==> config.mk <==
export PLATFORM = sky130hd
export DESIGN_NAME = option_menu_editor
export DESIGN_NICKNAME = d
export VERILOG_FILES = /design/src/rtl/option_menu_editor.sv
export SDC_FILE = /design/constraint.sdc
export NUM_CORES = 1
export LEC_CHECK = 0
export CAP_MARGIN = 0
export CORE_MARGIN = 1
export CORE_UTILIZATION = 53
export DETAILED_ROUTE_END_ITERATION = 8
export PLACE_DENSITY_LB_ADDON = 0.3
export SLEW_MARGIN = 20
export SYNTH_ARGS = -nofsm -noshare
export SYNTH_HDL_FRONTEND = slang
export SYNTH_SLANG_ARGS = --single-unit
==> constraint.sdc <==
create_clock -name CLK -period 6.99 [get_ports CLK]
set_input_delay 0.699 -clock CLK [delete_from_list [all_inputs] [get_ports CLK]]
set_output_delay 0.699 -clock CLK [all_outputs]
set_load 0.05 [all_outputs]
==> src/rtl/option_menu_editor.sv <==
// Options-menu controller: item navigation, +/-1 and decimal digit editing of
// N_OPTS bounded option values, with change and exit pulses for the game FSM.
module option_menu_editor #(
   parameter int unsigned N_OPTS = 6,
   parameter int unsigned VAL_W = 8,
   parameter int unsigned DIGITS = 3,
   parameter logic [N_OPTS*VAL_W-1:0] MIN_VALS = '0,
   parameter logic [N_OPTS*VAL_W-1:0] MAX_VALS = {N_OPTS{VAL_W'(99)}},
   parameter logic [N_OPTS*VAL_W-1:0] INIT_VALS = '0,
   parameter logic [N_OPTS-1:0] ROLL_MASK = '0,
   parameter int unsigned ITEM_W = $clog2(N_OPTS+1),
   localparam int unsigned DIG_W = (DIGITS > 1) ? $clog2(DIGITS) : 1
) (
   input  logic                     CLK,
   input  logic                     RST,
   input  logic                     START,
   input  logic                     EN,
   input  logic                     BTN_EDGE_LEFT,
   input  logic                     BTN_EDGE_RIGHT,
   input  logic                     BTN_EDGE_UP,
   input  logic                     BTN_EDGE_DOWN,
   input  logic                     BTN_EDGE_ENTER,
   input  logic                     LOAD,
   input  logic [ITEM_W-1:0]        LOAD_IDX,
   input  logic [VAL_W-1:0]         LOAD_VAL,
   output logic [ITEM_W-1:0]        SEL_ITEM,
   output logic                     IS_SUB,
   output logic [DIG_W-1:0]         SUB_DIGIT,
   output logic [N_OPTS*VAL_W-1:0]  VALUES,
   output logic                     CHANGED,
   output logic [ITEM_W-1:0]        CHANGED_IDX,
   output logic                     EXIT
);

   localparam int unsigned AW = VAL_W + 1;

   function automatic int unsigned pow10(input int unsigned e);
      int unsigned p;
      p = 1;
      for (int unsigned i = 0; i < e; i++) p = p * 10;
      return p;
   endfunction

   logic [ITEM_W-1:0] sel_q, sel_d;
   logic              sub_q, sub_d;
   logic [DIG_W-1:0]  dig_q, dig_d;
   logic [VAL_W-1:0]  vals_q [N_OPTS];
   logic [VAL_W-1:0]  vals_d [N_OPTS];
   logic              chg_q, chg_d;
   logic [ITEM_W-1:0] chg_idx_q, chg_idx_d;
   logic              exit_q, exit_d;

   logic [ITEM_W-1:0] opt_idx;
   logic              idx_ok, roll, wr_en;
   logic [VAL_W-1:0]  cur, lo, hi, wr_val, load_cl, inc1, dec1;
   logic [AW-1:0]     cur_w, lo_w, hi_w, step, add_res, sub_res;

   // Operand selection and candidate results for the addressed option
   always_comb begin
      opt_idx = LOAD ? LOAD_IDX : sel_q - 1'b1;
      idx_ok  = 1'b0;
      cur     = '0;
      lo      = '0;
      hi      = '0;
      roll    = 1'b0;
      for (int unsigned k = 0; k < N_OPTS; k++) begin
         if (opt_idx == ITEM_W'(k)) begin
            idx_ok = 1'b1;
            cur    = vals_q[k];
            lo     = MIN_VALS[k*VAL_W +: VAL_W];
            hi     = MAX_VALS[k*VAL_W +: VAL_W];
            roll   = ROLL_MASK[k];
         end
      end
      step = '0;
      for (int unsigned d = 0; d < DIGITS; d++)
         if (dig_q == DIG_W'(d)) step = AW'(pow10(DIGITS-1-d));
      cur_w = AW'(cur);
      lo_w  = AW'(lo);
      hi_w  = AW'(hi);
      // Guards keep every difference non-negative, so no wrap is possible
      add_res = (cur_w >= hi_w || step >= hi_w - cur_w) ? hi_w : cur_w + step;
      sub_res = (cur_w <= lo_w || cur_w - lo_w <= step) ? lo_w : cur_w - step;
      inc1    = (cur >= hi) ? (roll ? lo : hi) : cur + 1'b1;
      dec1    = (cur <= lo) ? (roll ? hi : lo) : cur - 1'b1;
      load_cl = (LOAD_VAL < lo) ? lo : ((LOAD_VAL > hi) ? hi : LOAD_VAL);
   end

   always_comb begin
      sel_d     = sel_q;
      sub_d     = sub_q;
      dig_d     = dig_q;
      vals_d    = vals_q;
      chg_d     = 1'b0;
      chg_idx_d = chg_idx_q;
      exit_d    = 1'b0;
      wr_en     = 1'b0;
      wr_val    = cur;
      if (LOAD) begin
         wr_en  = 1'b1;
         wr_val = load_cl;
      end else if (START) begin
         sel_d = '0;
         sub_d = 1'b0;
         dig_d = '0;
      end else if (EN) begin
         if (BTN_EDGE_ENTER) begin
            if (sel_q == '0) exit_d = 1'b1;
            else begin
               sub_d = ~sub_q;
               dig_d = '0;
            end
         end else if (BTN_EDGE_UP) begin
            if (sub_q) begin
               wr_en  = 1'b1;
               wr_val = add_res[VAL_W-1:0];
            end else if (sel_q != '0) sel_d = sel_q - 1'b1;
         end else if (BTN_EDGE_DOWN) begin
            if (sub_q) begin
               wr_en  = 1'b1;
               wr_val = sub_res[VAL_W-1:0];
            end else if (sel_q != ITEM_W'(N_OPTS)) sel_d = sel_q + 1'b1;
         end else if (BTN_EDGE_LEFT) begin
            if (sub_q) dig_d = (dig_q == '0) ? DIG_W'(DIGITS-1) : dig_q - 1'b1;
            else begin
               wr_en  = 1'b1;
               wr_val = dec1;
            end
         end else if (BTN_EDGE_RIGHT) begin
            if (sub_q) dig_d = (dig_q == DIG_W'(DIGITS-1)) ? '0 : dig_q + 1'b1;
            else begin
               wr_en  = 1'b1;
               wr_val = inc1;
            end
         end
      end
      if (wr_en && idx_ok && wr_val != cur) begin
         chg_d     = 1'b1;
         chg_idx_d = opt_idx;
         for (int unsigned k = 0; k < N_OPTS; k++)
            if (opt_idx == ITEM_W'(k)) vals_d[k] = wr_val;
      end
   end

   always_ff @(posedge CLK) begin
      if (RST) begin
         sel_q     <= '0;
         sub_q     <= 1'b0;
         dig_q     <= '0;
         chg_q     <= 1'b0;
         chg_idx_q <= '0;
         exit_q    <= 1'b0;
         for (int unsigned k = 0; k < N_OPTS; k++)
            vals_q[k] <= INIT_VALS[k*VAL_W +: VAL_W];
      end else begin
         sel_q     <= sel_d;
         sub_q     <= sub_d;
         dig_q     <= dig_d;
         chg_q     <= chg_d;
         chg_idx_q <= chg_idx_d;
         exit_q    <= exit_d;
         vals_q    <= vals_d;
      end
   end

   for (genvar g = 0; g < N_OPTS; g++) begin : g_values
      assign VALUES[g*VAL_W +: VAL_W] = vals_q[g];
   end

   assign SEL_ITEM    = sel_q;
   assign IS_SUB      = sub_q;
   assign SUB_DIGIT   = dig_q;
   assign CHANGED     = chg_q;
   assign CHANGED_IDX = chg_idx_q;
   assign EXIT        = exit_q;

endmodule

== After elaboration in Yosys (flattened, before gate mapping) ==
Cells that the tools add are included.

* Bits in registers: 59
* Latch bits: 0
* RAM bits: 0
* ROM bits: 0
* Input port bits: 21
* Output and inout bits: 59
* Logic and storage cells: 150
* Memories: 0

* $add $sub $neg: 9
* Multipliers: 0
* Divide/modulo/power cells: 0
* $lt $le $gt $ge: 8
* Equal/unequal tests: 16
* Shift operators: 0
* Mux-type cells: 77
* Bitwise gates (word level): 4
* Reduce and logical (&&, ||, !) cells: 24

{| class="wikitable"
|+ Operator list
! cell !! number
|-
| $mux W8 || 27
|-
| $mux W3 || 10
|-
| $mux W7 || 4
|-
| $mux W2 || 12
|-
| $mux W1 || 22
|-
| $mux W9 || 2
|-
| $ge A8 B8 Y1 || 2
|-
| $le A8 B1 Y1 const B || 2
|-
| $reduce_and A7 Y1 || 2
|-
| $reduce_and A2 Y1 || 6
|-
| $reduce_bool A3 Y1 || 4
|-
| $ge A9 B9 Y1 || 1
|-
| $le A8 B9 Y1 || 1
|-
| $ne A3 B2 Y1 const B || 3
|-
| $sub A8 B8 Y9 || 1
|-
| $add A8 B1 Y8 const B || 1
|-
| $add A8 B8 Y8 || 1
|-
| $gt A8 B8 Y1 || 1
|-
| $lt A8 B1 Y1 const B || 1
|-
| $ne A8 B8 Y1 || 1
|-
| $sub A8 B1 Y8 const B || 1
|-
| $sub A8 B8 Y8 || 1
|-
| $eq A3 B2 Y1 const B || 2
|-
| $eq A3 B3 Y1 const B || 2
|-
| other kinds (18) || 28
|}

== Logic depth before layout (Yosys ltp) ==
* Depth after elaboration: 23
* Mapped depth: 29
* Gate-level depth less buffers: 24

== Least setup slack after synthesis ==
Ideal clock, no wire load.

* Path kind: register to register
* Start: register sel_q[0] (netlist: SEL_ITEM[0])
* End: register vals_q, in the netlist VALUES[11]
* Library setup time: 0.121 ns
* Arrival time: 6.290 ns
* Data required time: 6.869 ns
* Path slack: 0.578 ns
* Cell stages (with the launch flop): 28
* Cells stage by stage: dfxtp_1 buf_2 inv_1 ha_1 xnor2_2 buf_4 a21o_1 a22o_1 a211oi_1 inv_1 ha_1 fa_1 nor3b_1 nor2_1 xor2_1 ha_1 o211ai_1 o31ai_2 a21oi_4 o211a_1 or3_1 o211ai_1 nor4_1 a31oi_1 buf_4 nor3b_2 buf_6 mux2_4

* Word-level cells in the longest chain between the ends: 23
* Elaborated cells on any way between the ends: 62
* Classes of those cells: add/sub (6); order compare (7); eq/ne (6); mux (37); reduce/logical (6)

{| class="wikitable"
|+ RTL lines
! item !! RTL line !! RTL
|-
| start: declaration || 44 || <nowiki>logic [ITEM_W-1:0] sel_q, sel_d;</nowiki>
|-
| start signal: assignment || 156 || <nowiki>sel_q <= sel_d;</nowiki>
|-
| $sub A3 B1 Y3 (*) || 60 || <nowiki>opt_idx = LOAD ? LOAD_IDX : sel_q - 1'b1;</nowiki>
|-
| $mux W3 (*) || 60 ||
|-
| parallel branches: the longest is 21 deep, another holds $sub A8 B8 Y9 || -- ||
|-
| end signal: indexed assignment || 154 || <nowiki>vals_q[k] <= INIT_VALS[k*VAL_W +: VAL_W];</nowiki>
|-
| end signal: assignment || 162 || <nowiki>vals_q <= vals_d;</nowiki>
|-
| end: declaration || 47 || <nowiki>logic [VAL_W-1:0] vals_q [N_OPTS];</nowiki>
|}

Mark *: on every way between the ends.
A chain may end at the register's enable or synchronous reset.

== Worst setup path after layout ==
* Start: input LOAD
* End: register vals_q, in the netlist VALUES[23]

* Word-level cells in the longest chain between the ends: 22
* Elaborated cells on any way between the ends: 62
* Classes of those cells: add/sub (5); order compare (7); eq/ne (6); mux (38); reduce/logical (6)

{| class="wikitable"
|+ RTL lines
! item !! RTL line !! RTL
|-
| start: declaration || 23 || <nowiki>input logic LOAD,</nowiki>
|-
| parallel branches: the longest is 22 deep, another holds $sub A8 B8 Y9 || -- ||
|}

Parallel ways; which one is timed is not known.

==> impl_metrics.json <==
{
  "synth_largest_area_cell": "dfxtp_1",
  "cts_hold_buf": 0,
  "cts_resized": 0,
  "cp.arrival_ns": 6.76,
  "syn_area_per_cell_sq_um": 7.98,
  "ys_types": 97,
  "cts_max_path_buffers": 2,
  "diodes": 0,
  "routed-via-count": 6508,
  "clkSinkCount": 59,
  "cts_buffers": 9,
  "tightest_slew_ns": 1.06,
  "p_leak_nw": 2.87,
  "drt_iter0_markers": 768,
  "outcome": "finished, final reports clean",
  "drive_above_1_share": 0.120,
  "required_ns": 7.22,
  "yosysWarnings": 0,
  "async_flop_share": 0,
  "syn-num-nets": 811,
  "pwr-share-seq": 0.313,
  "crit_type": "input pin to register",
  "switchingPower_uw": 417,
  "pin_count": 80,
  "power_mw": 1.11,
  "viasPerCell": 6.63,
  "critPathLaunchType": "input pin",
  "cts_root_buf": "clkbuf_8",
  "powerDensity_nw_per_um2": 153,
  "grt_usage": 0.387,
  "ys.flop_type": "dfxtp_1",
  "slew_violations": 0,
  "p_int_uw": 689,
  "ir_worst_vdd_v": 0.000121,
  "rows": 38,
  "yosys.area.top_type_share": 0.198,
  "yosysSeqAreaShare": 0.198,
  "fin_nets": 902,
  "drc": 0,
  "rsz0062_at_grt": "no",
  "r2r-start": "SEL_ITEM[1]$_SDFFE_PP0P_",
  "core_area_sq_um": 10900,
  "critPathLaunch": "LOAD",
  "post_cts_buffers": 0,
  "maxSlewHeadroom": 0.293,
  "routedWlPerCell_um": 22.4,
  "cp_max_fo": 15,
  "synth_edf_count": 0,
  "hpwl_mm": 17.2,
  "power_frac_comb": 0.397,
  "synthTopCellsByArea": "dfxtp_1 20%, ha_1 8.2%, mux2i_1 7.7%",
  "numPortBuffers": 79,
  "path_clk_slew_ns": 0.06,
  "hold_violations": 0,
  "die_area_sq_um": 11700,
  "initial_core_util": 0.548,
  "synthToLayoutAreaGrowth_pct": 21.0,
  "drv_cap": 0,
  "grt_pass1_wl_mm": 34.0,
  "routabilityCongestion": 1.08,
  "grt_max_degree": 68,
  "hold_path.class": "register to register",
  "end_kind": "register",
  "grt-ovfl-total": 0,
  "skew_ns": 0.0151,
  "fmax_ghz": 0.153,
  "final_common_cell": "clkdlybuf4s50_1",
  "ys_seq_elements": 59,
  "n_fill_cell": 934,
  "ant_nets": 0,
  "first_global_vias": 6291,
  "switching_share": 0.377,
  "place_ws_ns": 0.240,
  "syn-cell-area_sq_um": 5970,
  "period_share": 0.935,
  "die_h_um": 108,
  "cts_htree_levels": 3,
  "final_cell_mix": "78 x clkdlybuf4s50_1, 60 x nor2_1, 59 x dfxtp_1",
  "antenna_found_initial": 1,
  "setup_viol": 0,
  "tns_ns": 0,
  "synth_cells": 748,
  "place_inst": 968,
  "final_util": 0.664,
  "min_from": "VALUES[14]$_SDFFE_PP0P_",
  "clock_latency_ns": 0.35,
  "period_needed_ns": 6.53,
  "clock_power_share": 0.290,
  "fin_ws_ns": 0.457,
  "routed_wl_mm": 22.0,
  "cts_tree": "built",
  "die_w_um": 108,
  "layout.cells.non_filler": 982,
  "drt-pass1-iter-count": 6
}
==> worst paths after layout <==
check	endpoint	cells after the start	slack, ns
worst max register to register	VALUES[23]$_SDFFE_PP0P_	24	0.59
worst min-delay path	VALUES[14]$_SDFFE_PP0P_	2	0.50
worst min register to register	VALUES[14]$_SDFFE_PP0P_	2	0.50
worst max-delay path	VALUES[23]$_SDFFE_PP0P_	24	0.46
==> stage by stage <==
| stage | area (sq um) | hold WS, ns |
|---|---|---|
| global route | 7230 | 0.516 |
| global placement | 7030 | 0.480 |
| floorplan | 5970 | 0.700 |
| detailed placement | 7030 | 0.491 |
| CTS | 7230 | 0.502 |
| finish | 7230 | 0.501 |
==> power by group through the flow <==
stage	clock [mW]	sequential, mW	combinational [mW]
4_1_cts	0.323	0.347	0.426
6_report	0.321	0.347	0.439
3_5_place_dp	0	0.354	0.423
5_1_grt	0.339	0.347	0.470
2_1_floorplan	0	0.373	0.272
3_3_place_gp	0	0.354	0.418
==> routing by layer <==
metal,vias to the layer above,wire (um),track usage
li1,2942,-,-
met4,0,1290,0.248
met1,3059,8500,0.453
met3,107,1900,0.0802
met5,-,0,0
met2,400,10300,0.640
==> cell type report <==
class,count,area [sq um],share of cell area
timing repair buffer,117,1070,0.148
sequential,59,1180,0.163
tap,140,175,0.0242
clock inverter,2,35.0,0.00485
clock buffer,12,165,0.0229
inverter,35,134,0.0185
multi-input combinational,617,4470,0.618
==> state kept, by name, indices dropped and copies added, names as in the netlist <==
register,cells
IS_SUB,1
EXIT,1
CHANGED,1
SUB_DIGIT,2
VALUES,48
SEL_ITEM,3
CHANGED_IDX,3
==> critical path: stages <==
cell and delay [ns]:
clkdlybuf4s50_1 0.55, buf_4 0.27, nand2b_1 0.20, buf_4 0.19
nor4_1 0.29, nor2_1 0.09, a32oi_1 0.33, nand2_1 0.16
inv_1 0.21, ha_1 0.22, nand2_1 0.13, nor2_1 0.24
o2111ai_1 0.17, o31ai_1 0.29, and2_1 0.45, a221oi_2 0.19
nor2b_1 0.18, a2111oi_2 0.38, o211ai_1 0.18, nor4_1 0.35
a31oi_1 0.13, buf_4 0.20, nand2_2 0.25, mux2_2 0.37
==> cells in the mapped netlist (4+ instances only) <==
master,count
a211oi_1,6
a21boi_0,6
a21o_1,10
a21oi_1,36
a22oi_1,4
a31oi_1,6
a32o_1,4
and2_1,5
and3_1,10
buf_2,8
buf_4,7
clkbuf_1,19
dfxtp_1,59
ha_1,39
inv_1,32
mux2_2,11
mux2_4,4
mux2i_1,46
nand2_1,49
nand2_2,4
nand2b_1,49
nand3_1,14
nand4_1,10
nor2_1,60
nor2b_1,19
nor3_1,24
nor4_1,8
o211ai_1,7
o21a_1,6
o21ai_0,41
o221ai_1,5
o22ai_1,4
o31a_1,6
o31ai_1,15
or3_1,9
xnor2_1,12
xor2_1,5
==> logic make-up (layout without fill, tap and decap cells) <==
group	count (synthesis)	count (layout)	share of synthesized area
simple gates	285	285	0.255
flops	59	59	0.198
xor+xnor	18	18	0.0277
compound gates	211	211	0.265
fa+ha+maj	42	42	0.0918
mux	61	61	0.108
buf+inv	72	166	0.0543
Note: power is estimated with default switching activity, not from simulation.
